--- src/rtl/vxe_cu_exec_ctrl.sv ---
// vxe_cu_exec_ctrl: compute-unit execution sequencer (IDLE/EXEC/SYNC/WAIT/DRAIN).
// Ports: clk/nrst; i_start, decoded i_cmd_* and sync mask; i_tmo_limit;
//   unit busy flags (fetch, dispatch/forward pipes, VPUs); fault sources.
//   o_glb_busy/o_stop_drain are combinational; o_unhalt/o_send_intr/o_complete
//   are registered one-cycle pulses; o_flt_vec/o_tmo are sticky status.
module vxe_cu_exec_ctrl #(
    parameter int VPUS_NR = 2,
    parameter int TMO_W   = 16
) (
    input  logic               clk,
    input  logic               nrst,
    input  logic               i_start,
    input  logic               i_cmd_nop,
    input  logic               i_cmd_sync,
    input  logic               i_cmd_sync_stop,
    input  logic               i_cmd_sync_intr,
    input  logic [VPUS_NR-1:0] i_cmd_sync_mask,
    input  logic [TMO_W-1:0]   i_tmo_limit,
    input  logic               i_fetch_busy,
    input  logic               i_dis_pipes_active,
    input  logic               i_fwd_pipes_active,
    input  logic [VPUS_NR-1:0] i_vpus_busy,
    input  logic               i_flt_fetch,
    input  logic               i_flt_decode,
    input  logic [VPUS_NR-1:0] i_vpus_err,
    output logic               o_glb_busy,
    output logic               o_stop_drain,
    output logic               o_unhalt,
    output logic               o_send_intr,
    output logic               o_complete,
    output logic [VPUS_NR+1:0] o_flt_vec,
    output logic               o_tmo
);

    typedef enum logic [2:0] {
        IDLE,
        EXEC,
        SYNC,
        WAIT,
        DRAIN
    } state_t;

    state_t             state_q, state_d;
    logic [TMO_W-1:0]   cnt_q, cnt_d;
    logic               intr_q, intr_d;
    logic [VPUS_NR-1:0] mask_q, mask_d;
    logic               unhalt_q, unhalt_d;
    logic               send_q, send_d;
    logic               cmpl_q, cmpl_d;
    logic [VPUS_NR+1:0] flt_q, flt_d;
    logic               tmo_q, tmo_d;

    logic               units_busy;
    logic               fault_cond;
    logic               stop_cond;
    logic               sync_wait;
    logic               tmo_hit;
    logic [VPUS_NR+1:0] flt_now;

    assign units_busy = i_fetch_busy | i_dis_pipes_active
                      | i_fwd_pipes_active | (|i_vpus_busy);
    assign fault_cond = i_flt_fetch | i_flt_decode | (|i_vpus_err);
    assign stop_cond  = i_cmd_sync & i_cmd_sync_stop;
    assign sync_wait  = i_fwd_pipes_active | (|(i_vpus_busy & mask_q));
    assign flt_now    = {i_vpus_err, i_flt_decode, i_flt_fetch};

    // Fires on the limit-th waiting cycle: the counter starts at 0.
    assign tmo_hit = (i_tmo_limit != '0)
                   && (cnt_q == i_tmo_limit - TMO_W'(1));

    assign o_glb_busy   = units_busy | (state_q != IDLE);
    assign o_stop_drain = fault_cond | stop_cond | (state_q == DRAIN);
    assign o_unhalt     = unhalt_q;
    assign o_send_intr  = send_q;
    assign o_complete   = cmpl_q;
    assign o_flt_vec    = flt_q;
    assign o_tmo        = tmo_q;

    always_comb begin
        state_d  = state_q;
        cnt_d    = cnt_q;
        intr_d   = intr_q;
        mask_d   = mask_q;
        unhalt_d = 1'b0;
        send_d   = 1'b0;
        cmpl_d   = 1'b0;
        flt_d    = flt_q;
        tmo_d    = tmo_q;

        if (state_q != IDLE)
            flt_d = flt_q | flt_now;

        unique case (state_q)
            IDLE: begin
                if (i_start) begin
                    flt_d   = '0;
                    tmo_d   = 1'b0;
                    state_d = EXEC;
                end
            end
            EXEC: begin
                if (fault_cond) begin
                    state_d = DRAIN;
                end else if (!units_busy) begin
                    send_d   = 1'b1;
                    unhalt_d = 1'b1;
                    state_d  = IDLE;
                end else if (stop_cond) begin
                    intr_d  = i_cmd_sync_intr;
                    cnt_d   = '0;
                    state_d = WAIT;
                end else if (i_cmd_sync) begin
                    intr_d  = i_cmd_sync_intr;
                    mask_d  = i_cmd_sync_mask;
                    cnt_d   = '0;
                    state_d = SYNC;
                end else if (i_cmd_nop) begin
                    unhalt_d = 1'b1;
                end
            end
            SYNC: begin
                if (fault_cond) begin
                    state_d = DRAIN;
                end else if (!sync_wait) begin
                    send_d   = intr_q;
                    unhalt_d = 1'b1;
                    state_d  = EXEC;
                end else if (tmo_hit) begin
                    tmo_d   = 1'b1;
                    state_d = DRAIN;
                end else begin
                    cnt_d = cnt_q + TMO_W'(1);
                end
            end
            WAIT: begin
                if (fault_cond) begin
                    state_d = DRAIN;
                end else if (!units_busy) begin
                    send_d   = intr_q;
                    cmpl_d   = intr_q;
                    unhalt_d = 1'b1;
                    state_d  = IDLE;
                end else if (tmo_hit) begin
                    tmo_d   = 1'b1;
                    state_d = DRAIN;
                end else begin
                    cnt_d = cnt_q + TMO_W'(1);
                end
            end
            DRAIN: begin
                if (!units_busy) begin
                    send_d   = 1'b1;
                    unhalt_d = 1'b1;
                    state_d  = IDLE;
                end
            end
            default: state_d = IDLE;
        endcase
    end

    always_ff @(posedge clk or negedge nrst) begin
        if (!nrst) begin
            state_q  <= IDLE;
            cnt_q    <= '0;
            intr_q   <= 1'b0;
            mask_q   <= '0;
            unhalt_q <= 1'b0;
            send_q   <= 1'b0;
            cmpl_q   <= 1'b0;
            flt_q    <= '0;
            tmo_q    <= 1'b0;
        end else begin
            state_q  <= state_d;
            cnt_q    <= cnt_d;
            intr_q   <= intr_d;
            mask_q   <= mask_d;
            unhalt_q <= unhalt_d;
            send_q   <= send_d;
            cmpl_q   <= cmpl_d;
            flt_q    <= flt_d;
            tmo_q    <= tmo_d;
        end
    end

endmodule

--- config.mk ---
export PLATFORM = sky130hd
export DESIGN_NAME = vxe_cu_exec_ctrl
export DESIGN_NICKNAME = d
export VERILOG_FILES = /design/src/rtl/vxe_cu_exec_ctrl.sv
export SDC_FILE = /design/constraint.sdc
export NUM_CORES = 1
export LEC_CHECK = 0
export CELL_PAD_IN_SITES_DETAIL_PLACEMENT = 0
export CELL_PAD_IN_SITES_GLOBAL_PLACEMENT = 1
export CORE_ASPECT_RATIO = 1.2
export CORE_MARGIN = 2
export CORE_UTILIZATION = 40
export DETAILED_ROUTE_END_ITERATION = 8
export PLACE_DENSITY_LB_ADDON = 0.1
export SLEW_MARGIN = 20
export SYNTH_ARGS = -nofsm -noshare
export SYNTH_HDL_FRONTEND = slang
export SYNTH_SLANG_ARGS = --single-unit
--- constraint.sdc ---
create_clock -name clk -period 3.4 [get_ports clk]
set_input_delay 0.51 -clock clk [delete_from_list [all_inputs] [get_ports clk]]
set_output_delay 0.51 -clock clk [all_outputs]
set_load 0.05 [all_outputs]
======== Word-level counts from Yosys, hierarchy flattened ========
Index checks and enable logic that the tools add are counted.
cells by class
  $add $sub $neg .......................... 2
  muxes and demuxes ....................... 50
  bitwise gates (word level) .............. 14
  reductions and logical operators ........ 15
  eq/ne operators ......................... 15
operator list
  operator                                                               count
  16-bit two-way mux                                                     9
  16-bit one-hot mux with 3 select lines                                 1
  3-bit two-way mux                                                      11
  1-bit two-way mux                                                      22
  16-bit by 1-bit adder with 16-bit output (second input constant)       1
  16-bit == test                                                         1
  2-bit inequality test (second input constant)                          8
  16-bit nonzero test                                                    1
  16-bit by 1-bit subtractor with 16-bit output (second input constant)  1
  3-bit one-hot mux with 5 select lines                                  1
  4-bit two-way mux                                                      3
  1-bit bitwise OR                                                       9
  3-bit nonzero test                                                     3
  1-bit one-hot mux with 4 select lines                                  2
  8-bit AND reduction                                                    1
  3-bit by 2-bit == test with 1-bit output (second input constant)       2
  6-bit AND reduction                                                    1
  2-bit OR reduction                                                     3
  5-bit inequality test (second input constant)                          1
  5-bit AND reduction                                                    1
  4-bit bitwise OR                                                       1
  4-bit AND reduction                                                    1
  3-bit by 1-bit == test with 1-bit output (second input constant)       1
  3-bit == test (second input constant)                                  1
  other kinds (9)                                                        10
word-level totals
  output and inout bits ................... 10
  logic and storage cells ................. 105
  bits in registers ....................... 30
  input bits .............................. 34

======== Longest topological paths before layout ========
  depth in word-level cells ............... 7
  mapped depth ............................ 11
  gate-level depth less buffers ........... 9

======== Worst setup path after synthesis ========
No wires, ideal clock.
  path kind ............................... input to register
  start point ............................. input port i_tmo_limit[0]
  end point ............................... register cnt_q[15]
  path buffers ............................ 1
  required time ........................... 3.322 ns
  library setup time ...................... 0.078 ns
  arrival ................................. 2.844 ns
  stages .................................. 10
  setup slack ............................. 0.478 ns
  cells stage by stage .................... inv_1 > ha_1 > nor4b_1 > nand2_1 > or4_1 > o2111a_1 > and4bb_4 > buf_6 > or4_1 > a21oi_1
between the ends
  word-level cells in the longest chain between the ends .. 7
  elaborated cells between the ends (all ways) .. 10
  classes of those cells .................. add/sub (1); eq/ne (1); mux (6); reduce/logical (2)
ends and longest elaborated chain
  what                                                       RTL line  RTL
  start: declaration                                         18        input logic [TMO_W-1:0] i_tmo_limit,
  16-bit by 1-bit subtractor with 16-bit output              69        && (cnt_q == i_tmo_limit - TMO_W'(1));
  16-bit == test                                             69
  1-bit logical AND (*)                                      69
  16-bit two-way mux (*)                                     --
  16-bit two-way mux, on equally long branches (2 in a row)  --
  16-bit one-hot mux with 3 select lines (*)                 --
  end signal: assignment                                     174       cnt_q <= cnt_d;
  end: declaration                                           44        logic [TMO_W-1:0] cnt_q, cnt_d;
Every way passes the cells marked *; elsewhere a longest branch is shown, timed or not. The select of a mux whose other input is x is not followed.
A chain may end at the register's enable or synchronous reset.

======== Final worst setup path ========
  start point ............................. input port i_tmo_limit[0]
  end point ............................... register cnt_q[11]
Same word-level chain as after synthesis.

==> PnR_summary.wiki <==
{| class="wikitable"
! Metric !! Value
|-
| Run status || finished, final reports clean
|-
| Static leakage || 0.00120 uW
|-
| Starting density of the core || 40.7%
|-
| Total Routing Usage GR || 21.7%
|-
| Post-detailed-placement half-perimeter wirelength || 4710 um
|-
| Slew Limit Fails || 0
|-
| Count of flip-flops with a built-in enable after synthesis || 0
|-
| Post-synthesis cell type count || 56
|-
| Slew margin rel. || 66.6%
|-
| Worst clock skew || 7.27 ps
|-
| Setup CP Type || primary input to register
|-
| Number of H-tree branching levels || 2
|-
| Setup TNS || 0 ps
|-
| Post-Synthesis Cells || 266
|-
| Post-DR wirelength/cell || 15.7 um
|-
| Crit path capture type || register
|-
| Boundary Pins || 44
|-
| Root cell of the clock tree || clkbuf_8
|-
| Non-filler instance count after layout || 390
|-
| Part of the Yosys area used for sequential elements || 33.2%
|-
| Buffer levels on the longest clock path || 2
|-
| Worst reg-to-reg path cell count || 8
|-
| Max Fclk || 0.324 GHz
|-
| Count of cells resized by post-cts repair || 0
|-
| RSZ-0062 raised after global routing || no
|-
| Multi-input logic area || 1400 sq um
|-
| Average via count per standard cell || 5.81
|-
| Die area || 6280 sq um
|-
| Critical-path maximum fanout || 5
|-
| Arrival time of data at the critical path endpoint || 3310 ps
|-
| Number of CTS-inserted buffers || 5
|-
| Reg-to-reg startpoint || mask_q[0]
|-
| Core Rows || 30
|-
| Critical hold path startpoint || o_flt_vec[1]
|-
| Number of max-cap violations || 0
|-
| Area of the mapped netlist || 2260 sq um
|-
| Hold Violations, Final || 0
|-
| Type of the worst min-delay path || register to register
|-
| Skew-Pair Late Insertion Delay || 290 ps
|-
| Final Total Pwr || 1190 uW
|-
| Routed Antenna Nets || 0
|-
| Number of vias after detailed routing || 2264
|-
| Number of iterations in the first detailed-routing pass || 4
|-
| Remaining Overflow, GRT || 0
|-
| Total setup violations reported at the end of the flow || 0
|-
| Maximum number of pins on one net before global-route repair || 31
|-
| FILL cells || 541
|-
| Initial antenna violation count || 0
|-
| Routed Wire Length || 6110 um
|-
| Clock slew at reported path FFs || 70 ps
|-
| Vias in the first global route || 2222
|-
| Average footprint of a synthesized cell || 8.51 sq um
|-
| DRC violation count after routing || 0
|-
| Worst supply voltage drop on vdd || 0.000351 V
|-
| Std-Cell Core Area || 5560 sq um
|-
| Number of synthesized register bits || 30
|-
| Post-CTS Hold Fix Bufs || 0
|-
| Power per Cell Area || 403 nW/um^2
|-
| Synth async-reset ratio || 100%
|-
| Synth warnings || 0
|-
| Required time reported for the critical path endpoint || 3620 ps
|-
| Number of cells after detailed placement || 382
|-
| Crit path time final || 3090 ps
|-
| Most common flop cell mapped by yosys || dfrtp_1
|-
| Clock sink total || 30
|-
| Slew @ Worst Pin || 499 ps
|-
| Worst Setup Start Kind || primary input
|-
| Final net count || 361
|-
| First-pass GRT wire length || 10800 um
|-
| DRT iter0 DRCs || 80
|-
| Horizontal die dimension || 72.7 um
|-
| Tcrit/Tclk final || 90.8%
|-
| Post-CTS setup buffer count || 0
|-
| Die height || 86.4 um
|-
| Area occupied by registers || 751 sq um
|-
| Mapped Nets || 302
|-
| Port Buffer Count || 43
|-
| RD Place Congestion || 0.863
|-
| Layout cell share with drive strength beyond 1 || 12.9%
|-
| Launch point of the critical path || i_tmo_limit[0]
|-
| Area growth syn-to-layout || 30.7%
|-
| Hold Path Stages || 1
|-
| Clock tree from TritonCTS || yes
|-
| Antenna Cells || 0
|}
final cells by class:
cell class | count | share of cell area [%]
Timing Repair Buffer | 66 | 20.4
Clock buffer | 6 | 2.79
Multi-Input combinational cell | 214 | 47.3
Inverter | 8 | 1.02
Sequential cell | 30 | 25.4
Clock inverter | 2 | 0.423
Tap cell | 64 | 2.71
flip-flops by register name (all words and copies together) (netlist names):
signal,cells
cnt_q,16
mask_q,2
state_q,3
o_tmo,1
o_flt_vec,4
intr_q,1
o_send_intr,1
o_unhalt,1
o_complete,1
metal layers:
metal | part of all wire [%] | wire, um | global-route usage, % | vias up
li1 | - | - | - | 1133
met1 | 44 | 2680 | 27.7 | 1072
met2 | 51 | 3110 | 37.4 | 49
met3 | 3.2 | 196 | 2.67 | 10
met4 | 2.0 | 120 | 7.74 | 0
met5 | 0 | 0 | 0 | -
per-stage QoR:
stage               utilization [%]  area [sq um]  hold slack, ps  worst slack (ps)
floorplan                         -          2260             214               478
global placement               51.5          2860             487              59.3
detailed placement             51.5          2860             484              9.81
CTS                            53.2          2960             508               305
global route                   53.2          2960             524              68.5
finish                         53.2          2960             508               312
cells in the mapped netlist, types with 3 or more instances:
cell type  count  area, sq um
o21ai_1        3         15.0
nand2_1       22         82.6
o211ai_1       7         52.6
inv_1          8         30.0
clkbuf_1       9         33.8
xnor2_1        8         70.1
o31ai_1        7         52.6
or2_2          3         18.8
buf_6          4         45.0
a21oi_1       11         55.1
xor2_1         9         78.8
or4_1         15          113
nand2b_1       7         43.8
nor4_1         7         43.8
and3_1         5         31.3
o21ai_0        8         40.0
dfrtp_1       30          751
nor3_1         9         45.0
nand4_1        9         56.3
nand3_1       13         65.1
a22o_1         4         35.0
or3_1          7         43.8
nor2_1        18         67.6
critical path: stages:
cell	delay [ps]
clkdlybuf4s50_1	410
inv_1	60
ha_1	200
or4b_4	520
o31a_1	270
or4_1	520
o211ai_2	110
nand4_1	270
a211oi_1	310
a31o_1	130
cell families (layout without fill, tap and decap cells):
logic type,Yosys count,in the layout,share of synthesized area (%)
compound gates,63,63,20.1
simple gates,128,128,32.2
flops,30,30,33.2
fa+ha+maj,2,2,1.11
mux,4,4,1.88
buf+inv,22,82,5.03
xor+xnor,17,17,6.58
cells in the final DEF, fill, tap and decap left out, types with 6 or more instances in the layout:
cell and instances:
xor2_1 9, o21ai_0 8, nor3_1 9, nand2b_1 7
or3_1 7, dfrtp_1 30, buf_4 23, a21oi_1 11
inv_1 8, o211ai_1 7, nand4_1 9, clkdlybuf4s50_1 43
clkbuf_8 6, or4_1 15, xnor2_1 8, nand2_1 22
nor4_1 7, o31ai_1 7, nand3_1 13, nor2_1 18
final timing paths:
check / slack, ps / end
max: 310 / cnt_q[11]
max reg2reg: 1050 / cnt_q[8]
max in group asynchronous: 2500 / state_q[2]
min: 510 / o_flt_vec[1]
min in group asynchronous: 610 / cnt_q[13]
min reg2reg: 510 / o_flt_vec[1]
where the power goes:
| part | leakage, uW | internal, uW | switching, uW |
|---|---|---|---|
| Combinational | 0.000754 | 185 | 218 |
| Sequential | 0.000398 | 410 | 70.9 |
| Clock | 0.0000472 | 163 | 146 |
| Total | 0.00120 | 758 | 435 |
Note: power is estimated with default switching activity, not from simulation.
